## config.mk

```make
export PLATFORM = sky130hd
export DESIGN_NAME = regfile_scoreboard
export DESIGN_NICKNAME = d
export VERILOG_FILES = /design/src/rtl/regfile_pkg.sv /design/src/rtl/busy_table.sv /design/src/rtl/regfile_scoreboard.sv
export SDC_FILE = /design/constraint.sdc
export NUM_CORES = 2
export LEC_CHECK = 0
export BUFFER_PORTS_ARGS = -buffer_cell sky130_fd_sc_hd__buf_4
export CAP_MARGIN = 20
export CORE_UTILIZATION = 55
export CTS_CLUSTER_DIAMETER = 120
export DETAILED_ROUTE_END_ITERATION = 8
export HOLD_SLACK_MARGIN = 0.08
export PLACE_DENSITY = 0.76
export SLEW_MARGIN = 20
export SYNTH_ARGS = -nofsm -noshare
export SYNTH_HDL_FRONTEND = slang
export SYNTH_SLANG_ARGS = --single-unit
```

## constraint.sdc

```tcl
create_clock -name clk -period 4.98 [get_ports clk]
set_input_delay 0.249 -clock clk [delete_from_list [all_inputs] [get_ports clk]]
set_output_delay 0.249 -clock clk [all_outputs]
set_load 0.01 [all_outputs]
```

## src/rtl/regfile_pkg.sv

```systemverilog
// Shared constants and types for the register file / scoreboard slice.
//   RF_ADDR_W : default register index width (32 registers)
//   RF_WIDTH  : default data width
//   reg_idx_t : register index type at the default width
//   REG_ZERO  : the hardwired-zero register index
package regfile_pkg;

  localparam int unsigned RF_ADDR_W = 5;
  localparam int unsigned RF_WIDTH  = 32;

  typedef logic [RF_ADDR_W-1:0] reg_idx_t;

  localparam reg_idx_t REG_ZERO = '0;

endpackage

```

## src/rtl/busy_table.sv

```systemverilog
// Per-register busy scoreboard with an incrementally maintained pending count.
// Ports:
//   clk, rst             : clock, asynchronous active-low reset
//   issue_en, issue_rd   : mark a destination busy
//   wr_en, wr_addr       : writeback, clears the destination's busy bit
//   flush                : clears every busy bit (highest priority)
//   lookup_addr          : NREAD packed indices, ADDR_W bits each
//   lookup_busy          : busy bit for each looked-up index (combinational)
//   pending_cnt          : number of busy registers (registered)
module busy_table
  import regfile_pkg::*;
#(
  parameter int unsigned ADDR_W = RF_ADDR_W,
  parameter int unsigned NREAD  = 2
) (
  input  logic                    clk,
  input  logic                    rst,
  input  logic                    issue_en,
  input  logic [ADDR_W-1:0]       issue_rd,
  input  logic                    wr_en,
  input  logic [ADDR_W-1:0]       wr_addr,
  input  logic                    flush,
  input  logic [NREAD*ADDR_W-1:0] lookup_addr,
  output logic [NREAD-1:0]        lookup_busy,
  output logic [ADDR_W:0]         pending_cnt
);

  localparam int unsigned NREGS = 1 << ADDR_W;
  localparam int unsigned CW    = ADDR_W + 1;

  logic [NREGS-1:0] busy_q, busy_d;
  logic [CW-1:0]    cnt_q, cnt_d;
  logic             set_hit, clr_hit, inc, dec;

  always_comb begin
    set_hit = issue_en && (issue_rd != '0) && !flush;
    // A same-index issue outranks the writeback: the newer producer is still outstanding.
    clr_hit = wr_en && (wr_addr != '0) && !flush && !(set_hit && (issue_rd == wr_addr));
    inc     = set_hit && !busy_q[issue_rd];
    dec     = clr_hit && busy_q[wr_addr];

    busy_d = busy_q;
    if (flush) begin
      busy_d = '0;
    end else begin
      if (set_hit) busy_d[issue_rd] = 1'b1;
      if (clr_hit) busy_d[wr_addr]  = 1'b0;
    end
    busy_d[0] = 1'b0;

    // Count tracks popcount(busy) by only counting real 0->1 and 1->0 transitions.
    if (flush) cnt_d = '0;
    else       cnt_d = cnt_q + CW'(inc) - CW'(dec);
  end

  always_ff @(posedge clk or negedge rst) begin
    if (!rst) begin
      busy_q <= '0;
      cnt_q  <= '0;
    end else begin
      busy_q <= busy_d;
      cnt_q  <= cnt_d;
    end
  end

  always_comb begin
    lookup_busy = '0;
    for (int unsigned i = 0; i < NREAD; i++) begin
      lookup_busy[i] = busy_q[lookup_addr[i*ADDR_W +: ADDR_W]];
    end
  end

  assign pending_cnt = cnt_q;

endmodule

```

## src/rtl/regfile_scoreboard.sv

```systemverilog
// Multi-read-port register file with optional write-to-read bypass and a
// per-register busy scoreboard. Register 0 reads zero and is never busy.
// Ports:
//   clk, rst                   : clock, asynchronous active-low reset
//   wr_en, wr_addr, wr_data    : writeback
//   issue_en, issue_rd         : destination marked busy at issue
//   flush                      : clears all busy bits
//   rd_addr / rd_data / rd_busy: NREAD packed combinational read ports
//   pending_cnt                : number of busy registers
module regfile_scoreboard
  import regfile_pkg::*;
#(
  parameter int unsigned ADDR_W = RF_ADDR_W,
  parameter int unsigned WIDTH  = RF_WIDTH,
  parameter int unsigned NREAD  = 2,
  parameter int unsigned BYPASS = 1
) (
  input  logic                    clk,
  input  logic                    rst,
  input  logic                    wr_en,
  input  logic [ADDR_W-1:0]       wr_addr,
  input  logic [WIDTH-1:0]        wr_data,
  input  logic                    issue_en,
  input  logic [ADDR_W-1:0]       issue_rd,
  input  logic                    flush,
  input  logic [NREAD*ADDR_W-1:0] rd_addr,
  output logic [NREAD*WIDTH-1:0]  rd_data,
  output logic [NREAD-1:0]        rd_busy,
  output logic [ADDR_W:0]         pending_cnt
);

  localparam int unsigned NREGS = 1 << ADDR_W;

  logic [NREGS-1:0][WIDTH-1:0] mem_q;
  logic                        wr_we;
  logic [NREAD-1:0]            table_busy;

  assign wr_we = wr_en && (wr_addr != '0);

  always_ff @(posedge clk or negedge rst) begin
    if (!rst) begin
      mem_q <= '0;
    end else if (wr_we) begin
      mem_q[wr_addr] <= wr_data;
    end
  end

  busy_table #(
    .ADDR_W (ADDR_W),
    .NREAD  (NREAD)
  ) u_busy_table (
    .clk         (clk),
    .rst         (rst),
    .issue_en    (issue_en),
    .issue_rd    (issue_rd),
    .wr_en       (wr_en),
    .wr_addr     (wr_addr),
    .flush       (flush),
    .lookup_addr (rd_addr),
    .lookup_busy (table_busy),
    .pending_cnt (pending_cnt)
  );

  logic [ADDR_W-1:0] port_addr;
  logic              hit;

  always_comb begin
    rd_data   = '0;
    rd_busy   = '0;
    port_addr = '0;
    hit       = 1'b0;
    for (int unsigned i = 0; i < NREAD; i++) begin
      port_addr = rd_addr[i*ADDR_W +: ADDR_W];
      hit       = (BYPASS != 0) && wr_we && (wr_addr == port_addr);
      // Gated by rst so a live write input cannot leak through the bypass during reset.
      if (rst && (port_addr != '0)) begin
        rd_data[i*WIDTH +: WIDTH] = hit ? wr_data : mem_q[port_addr];
        rd_busy[i]                = hit ? 1'b0 : table_busy[i];
      end
    end
  end

endmodule

```

==> metrics.md <==
| Metric | Value |
|---|---|
| Outcome | `completed` |
| Hold Slack | `0.115 ns` |
| Clk_skew | `0.0158 ns` |
| Synth Net Count | `around 4000` |
| Fmax | `274 MHz` |
| Residual DRC | `0` |
| Layout Area Growth over Synthesis | `10.8%` |
| Unrepaired setup endpoints after global routing | `no` |
| Crit path DAT | `3.40 ns` |
| Post-Syn Area | `57700 µm²` |
| Worst slew pin tran | `1.22 ns` |
| Final wirelength | `177000 µm` |
| WP data required | `4.73 ns` |
| Num Clock Sinks | `1061` |
| CP Max Fanout | `65` |
| Initial antenna violation count | `10` |
| Pwr/cell area | `395 nW/µm²` |
| Design Area, Final | `~64000 µm²` |
| Share of the yosys chip area belonging to registers | `0.460` |
| Maximum vdd drop | `0.320 mV` |
| Multi-input gate area | `29300 µm²` |
| Ys flop type | `dfrtp_1` |
| Final Non-Filler Cells | `5427` |
| Die area | `106000 µm²` |
| Leakage | `27.4 nW` |
| Fin worst setup slack | `1.33 ns` |
| TritonCTS buffer count | `111` |
| Syn avg cell area | `14.3 µm²` |
| Endpoints failing hold | `0` |
| Reg2Reg Depth | `12` |
| Clk buf depth | `3` |
| Vias in the first global route | `39900` |
| Clock Root Buffer | `clkbuf_16` |
| Setup TNS | `0 ns` |
| Die X | `approximately 330 µm` |
| Period utilisation layout | `0.733` |
| Nets@finish | `4016` |
| First-pass GRT wire length | `264000 µm` |
| Final setup fails | `0` |
| Vias | `38800` |
| Vias/cell | `about 7.2` |
| Fill cell count | `~7700` |
| Boundary Pins | `129` |
| Post-synthesis async set-or-reset flop share | `1.00` |
| Remaining antenna violation count | `0` |
| Pre-CTS WS | `1.42 ns` |
| Hold Path Class | `input pin to flop` |
| Worst setup EP type | `output pin` |
| Placed Area | `59700 µm²` |
| Synth cell types | `60` |
| DR iter-0 viols | `4234` |
| Resize count post-CTS | `0` |
| Most frequent cells in the layout | `1061 x dfrtp_1, 1020 x mux2_2, 446 x mux4_2, 231 x mux2i_1, 205 x buf_4` |
| Standard-cell rows | `118` |
| CTS tree | `built` |
| First-pass DRT Iterations | `6` |
| Startpoint Class | `input pin` |
| Period minus WS final | `3.65 ns` |
| Die height | `326 µm` |
| Share of layout cells above drive strength 1 | `0.479` |
| Syn Inst Count | `4036` |
| Gr ovfl total | `0` |
| GRT Total Usage | `0.335` |
| #FFs+latches synth | `1061` |
| Initial core utilization | `0.556` |
| H-tree levels | `3` |
| Hold_buf cts | `33` |
| DP Cell Count | `5186` |
| Detailed placement HPWL | `around 100000 µm` |
| Hold Path Stages | `2` |
| Core area | `104000 µm²` |
| IO buf count | `128` |
| Register area | `26600 µm²` |
| Most common cell after layout, fill and taps aside | `dfrtp_1` |
| WL/cell | `32.6 µm` |
| Post-synth EDFFs | `0` |
| Max-Cap Viols | `0` |
| Critical path class | `input pin to output pin` |
| Yosys Warn Count | `0` |
| GP Congestion | `0.906` |
| Max-slew violation count | `0` |
| Clk slew on worst S/H paths | `~0.060 ns` |
| Clock Latency Late Sink | `0.70 ns` |
| Post-CTS Setup Bufs | `0` |
| Largest net degree at the start of global routing | `between 150 and 200` |
| Worst slew margin | `0.186` |
[where the power goes]
group | internal, mW | switching, mW
clock network | 5.23 | 3.54
registers | 10.2 | 1.17
logic | 2.99 | 2.11
total | 18.4 | 6.82
[logic make-up (layout without fill, tap and decap cells)]
family	after synthesis	in the layout	synth area share
multiplexers	1709	1709	0.416
other	0	5	0
AO/OA/AOI/OAI	465	465	0.0579
buffers and inverters	478	484	0.0371
adder cells (fa/ha/maj)	7	7	0.00165
AND/OR/NAND/NOR	297	297	0.0246
flip-flops	1061	1061	0.460
XOR/XNOR	19	19	0.00288
[path summary, 6_finish.rpt]
path	to	slack, ns	start
max	rd_data[47]	1.33	rst
min	mem_q[181]$_DFFE_PN0P_	0.11	wr_data[21]
max reg2reg	u_busy_table.pending_cnt[5]$_DFF_PN0_	1.95	u_busy_table.busy_q[19]$_DFF_PN0_
min reg2reg	mem_q[11]$_DFFE_PN0P_	0.39	mem_q[11]$_DFFE_PN0P_
max in group asynchronous	mem_q[607]$_DFFE_PN0P_	2.63	rst
min in group asynchronous	u_busy_table.busy_q[22]$_DFF_PN0_	0.15	rst
[final cells by class]
cell class,instances,area share
flip-flops and latches,1061,0.415
inverters,11,0.000685
multi-input cells,2497,0.458
clock buffers,161,0.0508
diodes,5,0.000196
clock inverters,42,0.00932
repair buffers,270,0.0386
well taps,1380,0.0270
[Yosys cell counts (12+ instances only)]
cell type  number  area share
o21ai_0        24      0.0021
nor2b_1        28      0.0030
mux4_2        446        0.17
buf_4          24      0.0031
mux2i_1       231       0.040
a21oi_1        77      0.0067
a311oi_1       30      0.0046
a31oi_1        14      0.0015
nor2_1        103      0.0067
o22ai_1       106       0.011
o211ai_1       35      0.0046
a22oi_1        57      0.0074
mux2_2       1020        0.20
clkbuf_1      241       0.016
a221oi_1       21      0.0032
nand3_1        45      0.0039
a32o_1         64       0.011
buf_2         165       0.014
mux2_1         12      0.0023
buf_1          30      0.0020
nand2_1        66      0.0043
a211oi_1       13      0.0017
dfrtp_1      1061        0.46
[sequential cells by signal, indices dropped and copies added (netlist names)]
signal and flops:
u_busy_table.pending_cnt 6, mem_q 1024, u_busy_table.busy_q 31
[layer usage]
layer	vias to the layer above	part of all wire	routed length [µm]	track usage
met5	-	0.00038	67	0
met3	569	0.10	18300	0.0829
met2	2199	0.46	80500	0.511
met1	20600	0.39	69100	0.459
met4	14	0.050	8840	0.143
li1	15400	-	-	-
[metrics by stage]
step | total power, mW | utilization
finish | 25.3 | 0.616
floorplan | 15.0 | -
global route | 26.2 | 0.616
global placement | 16.3 | 0.575
CTS | 25.3 | 0.616
detailed placement | 16.5 | 0.576
[worst max-delay path, stage by stage]
cell and delay [ns]:
dlygate4sd3_1 0.59, buf_8 0.42, o21ai_1 0.30, a21oi_4 0.67, buf_4 0.39, a32o_1 0.46, buf_4 0.21
Power figures use the tool's default switching activity.
